## config.mk

```make
export PLATFORM = sky130hd
export DESIGN_NAME = freqtable_arbiter_flat
export DESIGN_NICKNAME = d
export VERILOG_FILES = /design/src/rtl/freqtable_arbiter_pkg.sv /design/src/rtl/freqtable_arbiter_if.sv /design/src/rtl/freqtable_arbiter_rr_arbiter.sv /design/src/rtl/freqtable_arbiter.sv /design/src/flat_wrapper.sv
export SDC_FILE = /design/constraint.sdc
export NUM_CORES = 1
export LEC_CHECK = 0
export CAP_MARGIN = 20
export CORE_ASPECT_RATIO = 0.5
export CORE_MARGIN = 1.5
export CORE_UTILIZATION = 45
export CTS_CLUSTER_SIZE = 14
export DETAILED_ROUTE_END_ITERATION = 7
export PLACE_DENSITY = 0.76
export SLEW_MARGIN = 20
export SYNTH_ARGS = -nofsm -noshare
export SYNTH_HDL_FRONTEND = slang
export SYNTH_SLANG_ARGS = --single-unit
```

## constraint.sdc

```tcl
create_clock -name clk -period 7.5 [get_ports clk]
set_input_delay 1.125 -clock clk [delete_from_list [all_inputs] [get_ports clk]]
set_output_delay 1.125 -clock clk [all_outputs]
set_load 0.02 [all_outputs]
```

## src/rtl/freqtable_arbiter_pkg.sv

```systemverilog
// Shared defaults and channel-state encoding for the frequency-table lookup arbiter.
package freqtable_pkg;

  localparam int NCH_DEF    = 16;
  localparam int AW_DEF     = 10;
  localparam int DW_DEF     = 18;
  localparam int RD_LAT_DEF = 1;

  // A channel may be INFLIGHT and hold a newer PENDING entry at the same time.
  typedef enum logic [1:0] {
    CH_IDLE     = 2'd0,
    CH_PENDING  = 2'd1,
    CH_INFLIGHT = 2'd2
  } ch_state_e;

endpackage

```

## src/rtl/freqtable_arbiter_if.sv

```systemverilog
// Client request/response bus plus external table-ROM port of the lookup arbiter.
interface freqtable_arbiter_if
  import freqtable_pkg::*;
#(
  parameter int NCH = NCH_DEF,
  parameter int AW  = AW_DEF,
  parameter int DW  = DW_DEF
);
  logic [NCH-1:0]    req;
  logic [NCH*AW-1:0] addr;
  logic [NCH-1:0]    ack;
  logic [NCH*DW-1:0] rdata;
  logic              busy;
  logic              overrun;
  logic              mem_en;
  logic [AW-1:0]     mem_addr;
  logic [DW-1:0]     mem_rdata;

  modport slave (
    input  req, addr, mem_rdata,
    output ack, rdata, busy, overrun, mem_en, mem_addr
  );

  modport master (
    output req, addr, mem_rdata,
    input  ack, rdata, busy, overrun, mem_en, mem_addr
  );
endinterface

```

## src/rtl/freqtable_arbiter_rr_arbiter.sv

```systemverilog
// Round-robin selector: picks the first pending channel after last_grant, wrapping NCH-1 -> 0.
module rr_arbiter #(
  parameter int NCH = 16,
  parameter int IW  = $clog2(NCH)
) (
  input  logic [NCH-1:0] pending,
  input  logic [IW-1:0]  last_grant,
  output logic           grant_valid,
  output logic [IW-1:0]  grant_idx
);

  logic [IW:0]   sum;
  logic [IW-1:0] cand;

  // Scan from the farthest offset down so the nearest pending channel is the last write.
  always_comb begin
    grant_valid = 1'b0;
    grant_idx   = '0;
    sum         = '0;
    cand        = '0;
    for (int off = NCH; off >= 1; off--) begin
      sum = {1'b0, last_grant} + (IW+1)'(off);
      if (sum >= (IW+1)'(NCH)) sum = sum - (IW+1)'(NCH);
      cand = sum[IW-1:0];
      if (pending[cand]) begin
        grant_valid = 1'b1;
        grant_idx   = cand;
      end
    end
  end

endmodule

```

## src/rtl/freqtable_arbiter.sv

```systemverilog
// Multi-channel table-lookup arbiter sharing one external ROM port with round-robin grants.
// Optional statistics counters grant_cnt/stall_cnt are built when FREQTABLE_ARB_STATS_EN is defined.
module freqtable_arbiter
  import freqtable_pkg::*;
#(
  parameter int NCH    = NCH_DEF,
  parameter int AW     = AW_DEF,
  parameter int DW     = DW_DEF,
  parameter int RD_LAT = RD_LAT_DEF
) (
  input  logic                clk,
  input  logic                rst,
  freqtable_arbiter_if.slave  bus
`ifdef FREQTABLE_ARB_STATS_EN
  ,
  output logic [15:0]         grant_cnt,
  output logic [15:0]         stall_cnt
`endif
);

  localparam int IW = $clog2(NCH);

  logic [NCH-1:0] pending;
  logic [AW-1:0]  pending_addr [NCH];
  logic [IW-1:0]  last_grant;
  logic           grant_valid;
  logic [IW-1:0]  grant_idx;
  logic [RD_LAT-1:0] vld_p;
  logic [IW-1:0]  idx_p [RD_LAT];
  logic [IW-1:0]  idx_out;

  rr_arbiter #(.NCH(NCH), .IW(IW)) u_rr (
    .pending     (pending),
    .last_grant  (last_grant),
    .grant_valid (grant_valid),
    .grant_idx   (grant_idx)
  );

  always_comb begin
    bus.mem_en   = grant_valid;
    bus.mem_addr = grant_valid ? pending_addr[grant_idx] : '0;
  end

  assign bus.busy = (|pending) | (|vld_p);
  assign idx_out  = idx_p[RD_LAT-1];

  // Request capture and grant bookkeeping; a same-cycle request beats the grant clear.
  always_ff @(posedge clk or negedge rst) begin
    if (!rst) begin
      pending     <= '0;
      last_grant  <= IW'(NCH-1);
      bus.overrun <= 1'b0;
      for (int i = 0; i < NCH; i++) pending_addr[i] <= '0;
    end else begin
      for (int i = 0; i < NCH; i++) begin
        if (bus.req[i]) begin
          pending[i]      <= 1'b1;
          pending_addr[i] <= bus.addr[i*AW +: AW];
        end else if (grant_valid && grant_idx == IW'(i)) begin
          pending[i] <= 1'b0;
        end
      end
      if (grant_valid)          last_grant  <= grant_idx;
      if (|(bus.req & pending)) bus.overrun <= 1'b1;
    end
  end

  // Stage p0..p(RD_LAT-1): grant valid/index aligned with the ROM read latency.
  always_ff @(posedge clk or negedge rst) begin
    if (!rst) begin
      vld_p <= '0;
    end else begin
      vld_p[0] <= grant_valid;
      for (int s = 1; s < RD_LAT; s++) vld_p[s] <= vld_p[s-1];
    end
  end

  always_ff @(posedge clk) begin
    idx_p[0] <= grant_idx;
    for (int s = 1; s < RD_LAT; s++) idx_p[s] <= idx_p[s-1];
  end

  // Output stage: capture ROM data into the granted channel's slice and pulse its ack.
  always_ff @(posedge clk or negedge rst) begin
    if (!rst) begin
      bus.ack   <= '0;
      bus.rdata <= '0;
    end else begin
      bus.ack <= '0;
      if (vld_p[RD_LAT-1]) begin
        bus.ack[idx_out]                   <= 1'b1;
        bus.rdata[int'(idx_out)*DW +: DW]  <= bus.mem_rdata;
      end
    end
  end

`ifdef FREQTABLE_ARB_STATS_EN
  function automatic logic [15:0] sat_inc(input logic [15:0] v);
    return (v == 16'hFFFF) ? v : v + 16'd1;
  endfunction

  always_ff @(posedge clk or negedge rst) begin
    if (!rst) begin
      grant_cnt <= '0;
      stall_cnt <= '0;
    end else begin
      if (grant_valid)              grant_cnt <= grant_cnt + 16'd1;
      if ($countones(pending) >= 2) stall_cnt <= sat_inc(stall_cnt);
    end
  end
`endif

endmodule

```

## src/flat_wrapper.sv

```systemverilog
// flat-port wrapper written by rule: the top's interface ports become plain ports
module freqtable_arbiter_flat import freqtable_pkg::*;
#(
  parameter int NCH    = NCH_DEF,
  parameter int AW     = AW_DEF,
  parameter int DW     = DW_DEF,
  parameter int RD_LAT = RD_LAT_DEF
)
  (clk, rst, bus_req, bus_addr, bus_mem_rdata, bus_ack, bus_rdata, bus_busy, bus_overrun, bus_mem_en, bus_mem_addr);
  freqtable_arbiter_if #(.NCH(NCH), .AW(AW), .DW(DW)) bus_i ();
  input  logic clk;
  input  logic rst;
  input wire logic [$bits(bus_i.req)-1:0] bus_req;
  input wire logic [$bits(bus_i.addr)-1:0] bus_addr;
  input wire logic [$bits(bus_i.mem_rdata)-1:0] bus_mem_rdata;
  output wire logic [$bits(bus_i.ack)-1:0] bus_ack;
  output wire logic [$bits(bus_i.rdata)-1:0] bus_rdata;
  output wire logic [$bits(bus_i.busy)-1:0] bus_busy;
  output wire logic [$bits(bus_i.overrun)-1:0] bus_overrun;
  output wire logic [$bits(bus_i.mem_en)-1:0] bus_mem_en;
  output wire logic [$bits(bus_i.mem_addr)-1:0] bus_mem_addr;
  assign bus_i.req = bus_req;
  assign bus_i.addr = bus_addr;
  assign bus_i.mem_rdata = bus_mem_rdata;
  assign bus_ack = bus_i.ack;
  assign bus_rdata = bus_i.rdata;
  assign bus_busy = bus_i.busy;
  assign bus_overrun = bus_i.overrun;
  assign bus_mem_en = bus_i.mem_en;
  assign bus_mem_addr = bus_i.mem_addr;
  freqtable_arbiter #(.NCH(NCH), .AW(AW), .DW(DW), .RD_LAT(RD_LAT)) u_core (.clk(clk), .rst(rst), .bus(bus_i));
endmodule
```

==> results_dict.tcl, run 1 <==
set metrics [dict create \
    grt_first_pass_wirelength_um 133000 \
    yosysUniqueCellTypes 84 \
    p_total_mw 18.4 \
    grt_pass1_vias 20700 \
    crit_buf_inv 6 \
    grtUsageTotal_pct 30.7 \
    die_h_um 170 \
    hold_viol 0 \
    dp_hpwl_um 67300 \
    viasPerCell 5.99 \
    initial_utilization_pct 46.1 \
    grt_max_degree 181 \
    hold_path.class "reg -> reg" \
    r2r-end "u_core.bus.rdata[3]" \
    place_ws_ns 0.755 \
    io_pins 513 \
    drive_above_1_share_pct 22.5 \
    routedWlPerCell_um 26.1 \
    min_from "u_core.bus.rdata[133]" \
    cts_max_level 2 \
    cts.sinks 490 \
    holdPathEnd "u_core.bus.rdata[133]" \
    setup_viol 0 \
    p_per_area_nw_per_um2 564 \
    cp-start-kind "flip-flop" \
    crit_path_max_incr_delay_ns 0.68 \
    crit_slowest_cell "clkdlybuf4s50_1" \
    firstDrtPassIters 8 \
    synth_top_family_by_area "multiplexers" \
    fp.dieW_um 337 \
    drt_iter0_markers 2169 \
    synth_mux_area_share_pct 27.1 \
    yosys_warnings 0 \
    synth_cells 2153 \
    synth_edf_count 0 \
    cts-root-buf "clkbuf_16" \
    synth-compound-area-share_pct 9.99 \
    cts_hold_buf 0 \
    ant_nets 0 \
    synth_fa_ha_area_share_pct 0.748 \
    path_clk_slew_ns 0.06 \
    finalSetupTns_ns 0 \
    fin_area_sq_um 32600 \
    min_path_cells 2 \
    finalCriticalPeriod_ns 7.31 \
    port_buffers 512 \
    relSlewSlack_pct 26.4 \
    r2r_cells 15 \
    worst-path-max-fanout 11 \
    fmax_mhz 137 \
    postSynthAreaPerCell_sq_um 11.7 \
    ys_ff_latch 490 \
    instances_no_fill 3439 \
    place_inst 3354 \
    yosys.area_share.simple_pct 9.76 \
    violations "design-rule violations" \
    synth_area_sq_um 25100 \
    cts_made_buffers 46 \
    worst_clock_skew_ns 0.0157 \
    layout.nets 2874 \
    ys_seq_area_share_pct 48.8 \
    critPathArrivalTime_ns 6.19 \
    synthArstFlopShare_pct 99.2 \
    row_count 60 \
    die_area_sq_um 57300 \
    setup.worst_path.end_class "primary output" \
    path_cells "inv_1 > ha_1 > inv_1 > nor3_1 > nor4_1 > buf_4 > nor2b_1 > or2_2 > a221o_1 > a31oi_1 > o21ai_1 > clkinv_1 > buf_4 > mux4_2 > o22ai_1 > clkdlybuf4s50_1" \
    cap_violations 0 \
    status "finished, violations left" \
    grt_remaining_overflow 0 \
    synth_nets 2364 \
    reg2reg_slack_ns 1.22 \
    synth_top_area_share_pct 48.1 \
    vdd_drop_max_uv 363 \
    required_ns 6.38 \
    fin_crit_sh_pct 97.5 \
    fin_hold_ws_ns 0.490 \
    gp_congestion 1.02 \
    tritoncts "yes" \
    worstSkewPairLatency_ns 0.59 \
    cts.path.max_buffers 3 \
    ys.flop_type "dfrtp_1" \
    slew_violations 0 \
    rsz0062_at_grt "yes" \
    crit_type "reg -> out" \
    yosys.area.top_type "dfrtp_1" \
    core_sq_um 54400 \
    drc 1 \
    route.vias.total 20600 \
    place_area_sq_um 31000 \
    antenna_found_initial 2 \
    worstReg2RegStart "u_core.idx_p[0][0]" \
    yosys-top-cells-area "dfrtp_1 (48%), mux2_2 (19%), mux2i_1 (4.6%)" \
    setup_slack_ns 0.186 \
    leakage_nw 13.7 \
    utilization_pct 59.9 \
    crit_family "buffers and inverters" \
    area_growth_syn_to_layout_pct 29.9 \
    tightest_slew_ns 1.10 \
    drt-total-wl_um 89600 \
    synthXorXnorAreaFrac_pct 0.903 \
]
==> registers in the layout, summed over array words and instances, names as in the netlist <==
register,count
u_core.bus.rdata,288
u_core.pending_addr,160
u_core.bus.ack,16
u_core.pending,16
u_core.idx_p,4
u_core.last_grant,4
u_core.bus.overrun,1
u_core.vld_p,1
==> worst min-delay path, cell delays in order (launching register included) <==
cell     delay [ns]
dfrtp_1        0.35
nand2_1        0.05
o21ai_0        0.06
==> what timing repair did <==
action,CTS,global route
setup endpoints to repair,0,4
resized for setup,0,0
buffers inserted,0,5
==> layer usage <==
layer / vias to the layer above / GRT usage (%) / routed length, um
li1: 8925 / - / -
met5: - / 0 / 0
met4: 0 / 11.8 / 3890
met2: 963 / 50.7 / 43200
met3: 270 / 5.89 / 6300
met1: 10400 / 40.3 / 36200
==> cell usage in the layout (no fill, tap or decap), types with 17 or more instances in the layout <==
master	instances
mux2i_1	115
inv_1	17
a21oi_1	59
nand3_1	41
o22ai_1	65
o221ai_1	27
mux2_2	415
buf_4	48
and2_1	21
nor3_1	25
nand2_1	187
nand2b_1	17
o21a_1	31
o21ai_0	69
clkbuf_16	47
clkdlybuf4s50_1	511
nor2_1	199
mux4_2	37
dfrtp_1	482
==> synth_stat cells, types with 27 or more instances <==
| master | n |
|---|---|
| a21oi_1 | 59 |
| clkbuf_1 | 64 |
| dfrtp_1 | 482 |
| mux2_2 | 415 |
| mux2i_1 | 115 |
| mux4_2 | 37 |
| nand2_1 | 187 |
| nand3_1 | 41 |
| nor2_1 | 199 |
| nor3_1 | 27 |
| o21a_1 | 31 |
| o21ai_0 | 69 |
| o221ai_1 | 27 |
| o22ai_1 | 65 |
==> layout make-up <==
cell class	count	area (sq um)
clock inverters	15	230
diodes	3	7.51
repair buffers	565	5590
flip-flops and latches	490	12200
clock buffers	62	1290
fillers	4453	21800
well taps	744	931
inverters	19	83.8
multi-input cells	1541	12200
==> report_power, final <==
| part | internal (mW) | switching (mW) |
|---|---|---|
| sequential | 3.37 | 0.504 |
| clock | 1.38 | 1.07 |
| combinational | 4.59 | 7.46 |
==> worst max path at each step <==
stage	end	from	cells after the start
after detailed placement	bus_mem_addr[9]	u_core.last_grant[0]	14
after global placement	bus_mem_addr[9]	u_core.last_grant[0]	14
after floorplan	bus_mem_addr[8]	u_core.last_grant[1]	19
final	bus_mem_addr[9]	u_core.last_grant[0]	16
after global routing	bus_mem_addr[9]	u_core.last_grant[0]	16
after CTS	bus_mem_addr[9]	u_core.last_grant[0]	14
==> kinds of logic after synthesis <==
kind of cell,after synthesis
xor gates and xnor gates,25
adders and majority gates,15
buffers and inverters,122
DFF,490
muxes,575
AOI/OAI and AO/OA,370
and+or+nand+nor,556
Note: power is estimated with default switching activity, not from simulation.
==> run 2, diff against run 1 <==
--- a/config.mk
+++ b/config.mk
@@ -5,7 +5,7 @@
 export SDC_FILE = /design/constraint.sdc
 export NUM_CORES = 1
 export LEC_CHECK = 0
-export CAP_MARGIN = 20
+export CAP_MARGIN = 5
 export CORE_ASPECT_RATIO = 0.5
 export CORE_MARGIN = 1.5
 export CORE_UTILIZATION = 45
==> results of run 2 <==
No change in the layout: final DEF, timing and power equal those of run 1.
